## src/rtl/puf_ctrl_pkg.sv

```systemverilog
// Shared definitions for the PUF evaluation controller.
// Holds the FSM state encoding, datapath widths, parameter defaults and the
// per-bit vote helpers used when an evaluation sequence completes.
package puf_ctrl_pkg;

    localparam int CHAL_W = 8;   // challenge width
    localparam int RESP_W = 7;   // number of PUF instances / response bits
    localparam int CNT_W  = 4;   // ones / eval counter width
    localparam int PH_W   = 8;   // SETTLE/FIRE phase counter width

    localparam int unsigned SETTLE_CYC_DEF = 32'd2;
    localparam int unsigned PULSE_CYC_DEF  = 32'd3;

    typedef enum logic [2:0] {
        IDLE   = 3'd0,
        SETTLE = 3'd1,
        FIRE   = 3'd2,
        SAMPLE = 3'd3,
        RELAX  = 3'd4,
        DONE   = 3'd5
    } state_e;

    // Majority: set when 2*ones > n, so a tie resolves to 0.
    function automatic logic maj_bit(input logic [CNT_W-1:0] ones,
                                     input logic [CNT_W-1:0] n);
        return ({ones, 1'b0} > {1'b0, n});
    endfunction

    // Stable: every evaluation of this bit agreed.
    function automatic logic stable_bit(input logic [CNT_W-1:0] ones,
                                        input logic [CNT_W-1:0] n);
        return (ones == {CNT_W{1'b0}}) || (ones == n);
    endfunction

endpackage

```

## src/rtl/puf_resp_sync.sv

```systemverilog
// Two-flop synchroniser for the raw asynchronous PUF responses.
// Ports: clk, rst (async active-high), d_i (raw), q_o (synchronised).
module puf_resp_sync #(
    parameter int W = 7
) (
    input  logic         clk,
    input  logic         rst,
    input  logic [W-1:0] d_i,
    output logic [W-1:0] q_o
);

    logic [W-1:0] meta_q;
    logic [W-1:0] sync_q;

    // Two-stage capture of the asynchronous inputs.
    always_ff @(posedge clk or posedge rst) begin
        if (rst) begin
            meta_q <= {W{1'b0}};
            sync_q <= {W{1'b0}};
        end else begin
            meta_q <= d_i;
            sync_q <= meta_q;
        end
    end

    assign q_o = sync_q;

endmodule

```

## src/rtl/puf_eval_ctrl.sv

```systemverilog
// PUF evaluation controller: drives a challenge and race pulse to a 7-instance
// PUF array, repeats the evaluation n times, and majority-votes the responses.
// Ports: clk, rst (async active-high); start, abort, challenge, n_eval in;
// puf_resp (raw async) in; puf_challenge, puf_pulse, busy, done, response,
// stable out. All outputs are registered.
module puf_eval_ctrl
    import puf_ctrl_pkg::*;
#(
    parameter int unsigned SETTLE_CYC = SETTLE_CYC_DEF,
    parameter int unsigned PULSE_CYC  = PULSE_CYC_DEF
) (
    input  logic              clk,
    input  logic              rst,
    input  logic              start,
    input  logic              abort,
    input  logic [CHAL_W-1:0] challenge,
    input  logic [CNT_W-1:0]  n_eval,
    input  logic [RESP_W-1:0] puf_resp,
    output logic [CHAL_W-1:0] puf_challenge,
    output logic              puf_pulse,
    output logic              busy,
    output logic              done,
    output logic [RESP_W-1:0] response,
    output logic [RESP_W-1:0] stable
);

    state_e                          state_q, state_d;
    logic [PH_W-1:0]                 cyc_q, cyc_d;
    logic [CNT_W-1:0]                eval_q, eval_d;
    logic [CNT_W-1:0]                n_q, n_d;
    logic [CHAL_W-1:0]               chal_q, chal_d;
    logic [RESP_W-1:0][CNT_W-1:0]    ones_q, ones_d;
    logic                            pulse_q, busy_q, done_q;
    logic [RESP_W-1:0]               resp_q, stab_q;
    logic [RESP_W-1:0]               resp_sync;

    puf_resp_sync #(.W(RESP_W)) u_sync (
        .clk (clk),
        .rst (rst),
        .d_i (puf_resp),
        .q_o (resp_sync)
    );

    // Next-state and datapath update logic.
    always_comb begin
        state_d = state_q;
        cyc_d   = cyc_q;
        eval_d  = eval_q;
        n_d     = n_q;
        chal_d  = chal_q;
        ones_d  = ones_q;
        case (state_q)
            IDLE: begin
                if (start && !abort) begin
                    state_d = SETTLE;
                    cyc_d   = {PH_W{1'b0}};
                    eval_d  = {CNT_W{1'b0}};
                    ones_d  = '0;
                    chal_d  = challenge;
                    n_d     = (n_eval == {CNT_W{1'b0}}) ? {{(CNT_W-1){1'b0}}, 1'b1} : n_eval;
                end else begin
                    state_d = IDLE;
                end
            end
            SETTLE: begin
                if (cyc_q == PH_W'(SETTLE_CYC - 32'd1)) begin
                    state_d = FIRE;
                    cyc_d   = {PH_W{1'b0}};
                end else begin
                    cyc_d   = cyc_q + {{(PH_W-1){1'b0}}, 1'b1};
                end
            end
            FIRE: begin
                if (cyc_q == PH_W'(PULSE_CYC - 32'd1)) begin
                    state_d = SAMPLE;
                    cyc_d   = {PH_W{1'b0}};
                end else begin
                    cyc_d   = cyc_q + {{(PH_W-1){1'b0}}, 1'b1};
                end
            end
            SAMPLE: begin
                state_d = RELAX;
                eval_d  = eval_q + {{(CNT_W-1){1'b0}}, 1'b1};
                for (int i = 0; i < RESP_W; i++) begin
                    if (ones_q[i] == {CNT_W{1'b1}}) begin
                        ones_d[i] = ones_q[i];
                    end else begin
                        ones_d[i] = ones_q[i] + {{(CNT_W-1){1'b0}}, resp_sync[i]};
                    end
                end
            end
            RELAX: begin
                cyc_d = {PH_W{1'b0}};
                if (eval_q == n_q) begin
                    state_d = DONE;
                end else begin
                    state_d = SETTLE;
                end
            end
            DONE: begin
                state_d = IDLE;
            end
            default: begin
                state_d = IDLE;
            end
        endcase
        // Abort overrides everything outside IDLE.
        if (abort && (state_q != IDLE)) begin
            state_d = IDLE;
        end else begin
            state_d = state_d;
        end
    end

    // State, counters and latched request.
    always_ff @(posedge clk or posedge rst) begin
        if (rst) begin
            state_q <= IDLE;
            cyc_q   <= {PH_W{1'b0}};
            eval_q  <= {CNT_W{1'b0}};
            n_q     <= {CNT_W{1'b0}};
            chal_q  <= {CHAL_W{1'b0}};
            ones_q  <= '0;
        end else begin
            state_q <= state_d;
            cyc_q   <= cyc_d;
            eval_q  <= eval_d;
            n_q     <= n_d;
            chal_q  <= chal_d;
            ones_q  <= ones_d;
        end
    end

    // Outputs registered from the next state so they align with the state.
    always_ff @(posedge clk or posedge rst) begin
        if (rst) begin
            pulse_q <= 1'b0;
            busy_q  <= 1'b0;
            done_q  <= 1'b0;
            resp_q  <= {RESP_W{1'b0}};
            stab_q  <= {RESP_W{1'b0}};
        end else begin
            pulse_q <= (state_d == FIRE) || (state_d == SAMPLE);
            busy_q  <= (state_d == SETTLE) || (state_d == FIRE) ||
                       (state_d == SAMPLE) || (state_d == RELAX);
            done_q  <= (state_d == DONE);
            // Vote is captured on entry to DONE; ones are final by then.
            if ((state_q == RELAX) && (state_d == DONE)) begin
                for (int i = 0; i < RESP_W; i++) begin
                    resp_q[i] <= maj_bit(ones_q[i], n_q);
                    stab_q[i] <= stable_bit(ones_q[i], n_q);
                end
            end else begin
                resp_q <= resp_q;
                stab_q <= stab_q;
            end
        end
    end

    assign puf_challenge = chal_q;
    assign puf_pulse     = pulse_q;
    assign busy          = busy_q;
    assign done          = done_q;
    assign response      = resp_q;
    assign stable        = stab_q;

endmodule

```

## config.mk

```make
export PLATFORM = sky130hd
export DESIGN_NAME = puf_eval_ctrl
export DESIGN_NICKNAME = d
export VERILOG_FILES = /design/src/rtl/puf_ctrl_pkg.sv /design/src/rtl/puf_resp_sync.sv /design/src/rtl/puf_eval_ctrl.sv
export SDC_FILE = /design/constraint.sdc
export NUM_CORES = 1
export LEC_CHECK = 0
export BUFFER_PORTS_ARGS = -buffer_cell sky130_fd_sc_hd__clkbuf_2
export CAP_MARGIN = 20
export CORE_MARGIN = 2
export CORE_UTILIZATION = 45
export DETAILED_ROUTE_END_ITERATION = 12
export PLACE_DENSITY = 0.63
export SLEW_MARGIN = 20
export SYNTH_ARGS = -nofsm -noshare
export SYNTH_HDL_FRONTEND = slang
export SYNTH_HIERARCHICAL = 1
export SYNTH_SLANG_ARGS = --single-unit
```

## constraint.sdc

```tcl
create_clock -name clk -period 3.52 [get_ports clk]
set_input_delay 0.176 -clock clk [delete_from_list [all_inputs] [get_ports clk]]
set_output_delay 0.176 -clock clk [all_outputs]
set_load 0.02 [all_outputs]
```

==> results by group <==
Cells and area
  – Fin util: 0.522
  – Share of cells above drive strength 1: 0.178
  – ANT cells: 0
  – Area Overhead vs Synth: 12.7%
  – # fillers: 940
  – # nets final: between 500 and 600

Synth
  – Post-synth top area share: 0.452
  – Mapped cell area: ~4800 um2
  – Mapped Cells: 442
  – Top FF cell, synth: dfrtp_1
  – Fraction of registers with async set/reset: 1.00
  – Synthesized area per cell: around 11 um2
  – Post-synth EDFFs: 0
  – FF+latch count, synth: 86
  – Synthesized net count: between 500 and 600
  – Sequential-to-total area share from yosys stat: 0.452
  – Netlist cell types: 55
  – Area leader, netlist: dfrtp_1
  – Top cells by area, synth: dfrtp_1 (45%), ha_1 (10%), xnor2_1 (5.9%), nand2_1 (3.9%), mux2_4 (2.8%)
  – Ys Warns: 6

Clock tree
  – CTS sink count: between 80 and 90
  – CTS H-tree depth: 3
  – Clk_lat worst skew: approximately 0.37 ns
  – Root Buffer Master: clkbuf_8
  – CTS tree: built
  – TritonCTS Buffers: 9
  – Clock Tree Buf Depth: 2
  – PostCTS Resize Cnt: 0
  – CTS clock-pin slew for the worst setup and hold paths: roughly 0.09 ns

Global route
  – Total global-route track usage: 0.188
  – Largest net degree at the start of global routing: 73
  – Global-route wire length before repair: around 17 mm
  – Number of global-route vias before repair: around 3.4k
  – Grt total ovfl: 0
  – Initial antenna violation count: 0

Worst setup path
  – Slowest cell on crit path: dfrtp_1
  – Crit path largest cell delay: a little under 0.8 ns
  – Arrival @ worst endpoint: 2.59 ns
  – Kind of critical path: reg2reg
  – Worst Path Required: ~3.8 ns
  – Setup crit end kind: register
  – CP max FO: 16
  – Worst path cell trace: xnor2_1, nand3_1, or3_1, mux2_4
  – CP Launch Type: register

STA
  – Max Clk Rate: 427 MHz
  – Hold Slack: around 0.028 ns
  – Hold Vio Cnt, Final: 0
  – RSZ-0062 raised after global routing: no
  – Slew headroom: 0.387
  – Crit path time final: around 2.3 ns
  – TNS Setup: 0 ns
  – Clock Skew: between 0.015 and 0.02 ns
  – Tcrit/Tclk final: 0.665
  – Setup violations, final: 0
  – Least-Margin Pin Slew: roughly 0.92 ns
  – Final Max Tran Viols: 0

Status
  – Outcome: finished, final reports clean

Place
  – Port bufs: between 40 and 50
  – Detail Placement HPWL: 6.84 mm
  – GPL Wtd Cong: between 0.8 and 0.9

Drt
  – Drt drc: 0
  – Drt wl/cell: approximately 15 um
  – Drt pass-1 iters: 4
  – Vias per Instance: 5.33
  – ANT nets after route: 0
  – Vias post-DR: around 3.4k
  – Final wirelength: between 9 and 10 mm
  – DRT iter0 DRCs: 180

Power
  – Lkg Pwr: 2.67 nW
  – VDD IR-drop max: ~0.00034 V
  – P per Cell Area: between 500 and 600 nW/um2

Die
  – Initial Utilization: 0.463
  – # IOs: 48
  – Row cnt: 37
  – Core area: 10,300 um2
  – Die span in y: 107 um
  – Die area: 11,400 um2
  – Die X-Extent: 107 um

Flow run
  – Max-cap check violation count: 0

Worst hold path
  – Hold crit path type: in2reg
final timing paths:
kind | start | end | slack (ns) | cells past startpoint
max | n_q[0] | stable[5] | 1.18 | 4
min | challenge[0] | puf_challenge[0] | 0.03 | 3
max reg2reg | n_q[0] | stable[5] | 1.18 | 4
min reg2reg | u_sync/meta_q[1] | u_sync/q_o[1] | 0.35 | 0
max in group asynchronous | rst | ones_q[21] | 2.29 | 4
min in group asynchronous | rst | u_sync/q_o[2] | 0.40 | 3
synthesized netlist by cell type (2+ instances only):
library cell and instances:
a21oi_1 8, a22o_1 14, o22ai_1 2, and2_1 8, nand2b_1 2, a21o_1 7
o21ai_0 13, buf_1 2, ha_1 39, nor2_1 27, nor2_2 2, xor2_1 14
xnor2_1 32, inv_1 9, dfrtp_1 86, nand2_1 50, nand4_1 15, o21bai_1 7
nor3b_1 2, o211ai_1 2, buf_2 4, nand3_1 22, clkbuf_1 3, buf_6 5
mux2_2 5, nor3_1 3, mux2_4 9, and3_1 8, nor2b_1 4, o41ai_1 7
and4b_1 7
routing by layer:
| layer | share of wire | track usage | routed length, um |
|---|---|---|---|
| met3 | 0.032 | 0.0511 | 317 |
| met2 | 0.47 | 0.298 | 4600 |
| met1 | 0.49 | 0.257 | 4770 |
| met4 | 0.0091 | 0.0445 | 89 |
| met5 | 0 | 0 | 0 |
kinds of logic (layout without fill, tap and decap cells):
family | Yosys count | after routing | share of synthesized area
AND/OR/NAND/NOR | 158 | 158 | 0.170
buffers and inverters | 26 | 89 | 0.0339
AO/OA/AOI/OAI | 70 | 70 | 0.109
XOR/XNOR | 47 | 47 | 0.0880
adder cells (fa/ha/maj) | 40 | 40 | 0.105
multiplexers | 15 | 15 | 0.0423
flip-flops | 86 | 86 | 0.452
cell usage in the layout, fill, tap and decap left out, drive strengths merged, types with 9 or more instances in the layout:
cell type / n
ha: 39
nand2: 50
a22o: 14
dfrtp: 86
nand4: 15
nor2: 29
inv: 9
dlygate4sd3: 15
o21ai: 14
nand3: 22
xor2: 14
mux2: 14
clkbuf: 58
xnor2: 33
layout make-up:
type,count,area (um2),share of cell area
clock inverter,4,25.0,0.00466
sequential,86,2150,0.401
clock buffer,11,131,0.0245
timing repair buffer,65,408,0.0760
inverter,9,33.8,0.00629
tap,136,170,0.0317
multi-input combinational,330,2450,0.456
registers in the layout (all words and copies together), names as in the netlist:
name and cells:
puf_pulse 1, u_sync/meta_q 7, response 7, done 1
n_q 4, cyc_q 8, u_sync/q_o 7, ones_q 28
busy 1, puf_challenge 8, eval_q 4, state_q 3
stable 7
per-stage QoR:
step	instance area, um2	setup slack [ns]	cells	total power, mW
final	5370	1.18	641	3.06
after floorplan	4760	1.52	442	2.21
after global routing	5370	1.03	641	3.30
after detailed placement	5060	1.19	611	2.47
after CTS	5370	1.15	641	3.09
after global placement	5060	1.23	611	2.43
timing repair:
item | CTS | global route
hold buffers | 15 | 0
hold endpoints to repair | 28 | 0
endpoints found under the setup margin | 0 | 0
buffers inserted | 0 | 0
report_power, final:
group / leakage, nW / total (mW) / internal, mW / switching, mW
logic: 1.45 / 1.08 / 0.499 / 0.577
registers: 1.14 / 1.39 / 1.13 / 0.255
clock network: 0.0752 / 0.597 / 0.250 / 0.347
critical path, delay by kind of cell, from the launching register on:
kind	cells	cell delay [ns]
simple gates	2	0.81
flops	1	0.78
mux	1	0.42
xor+xnor	1	0.19
(Power assumes the default switching activity.)
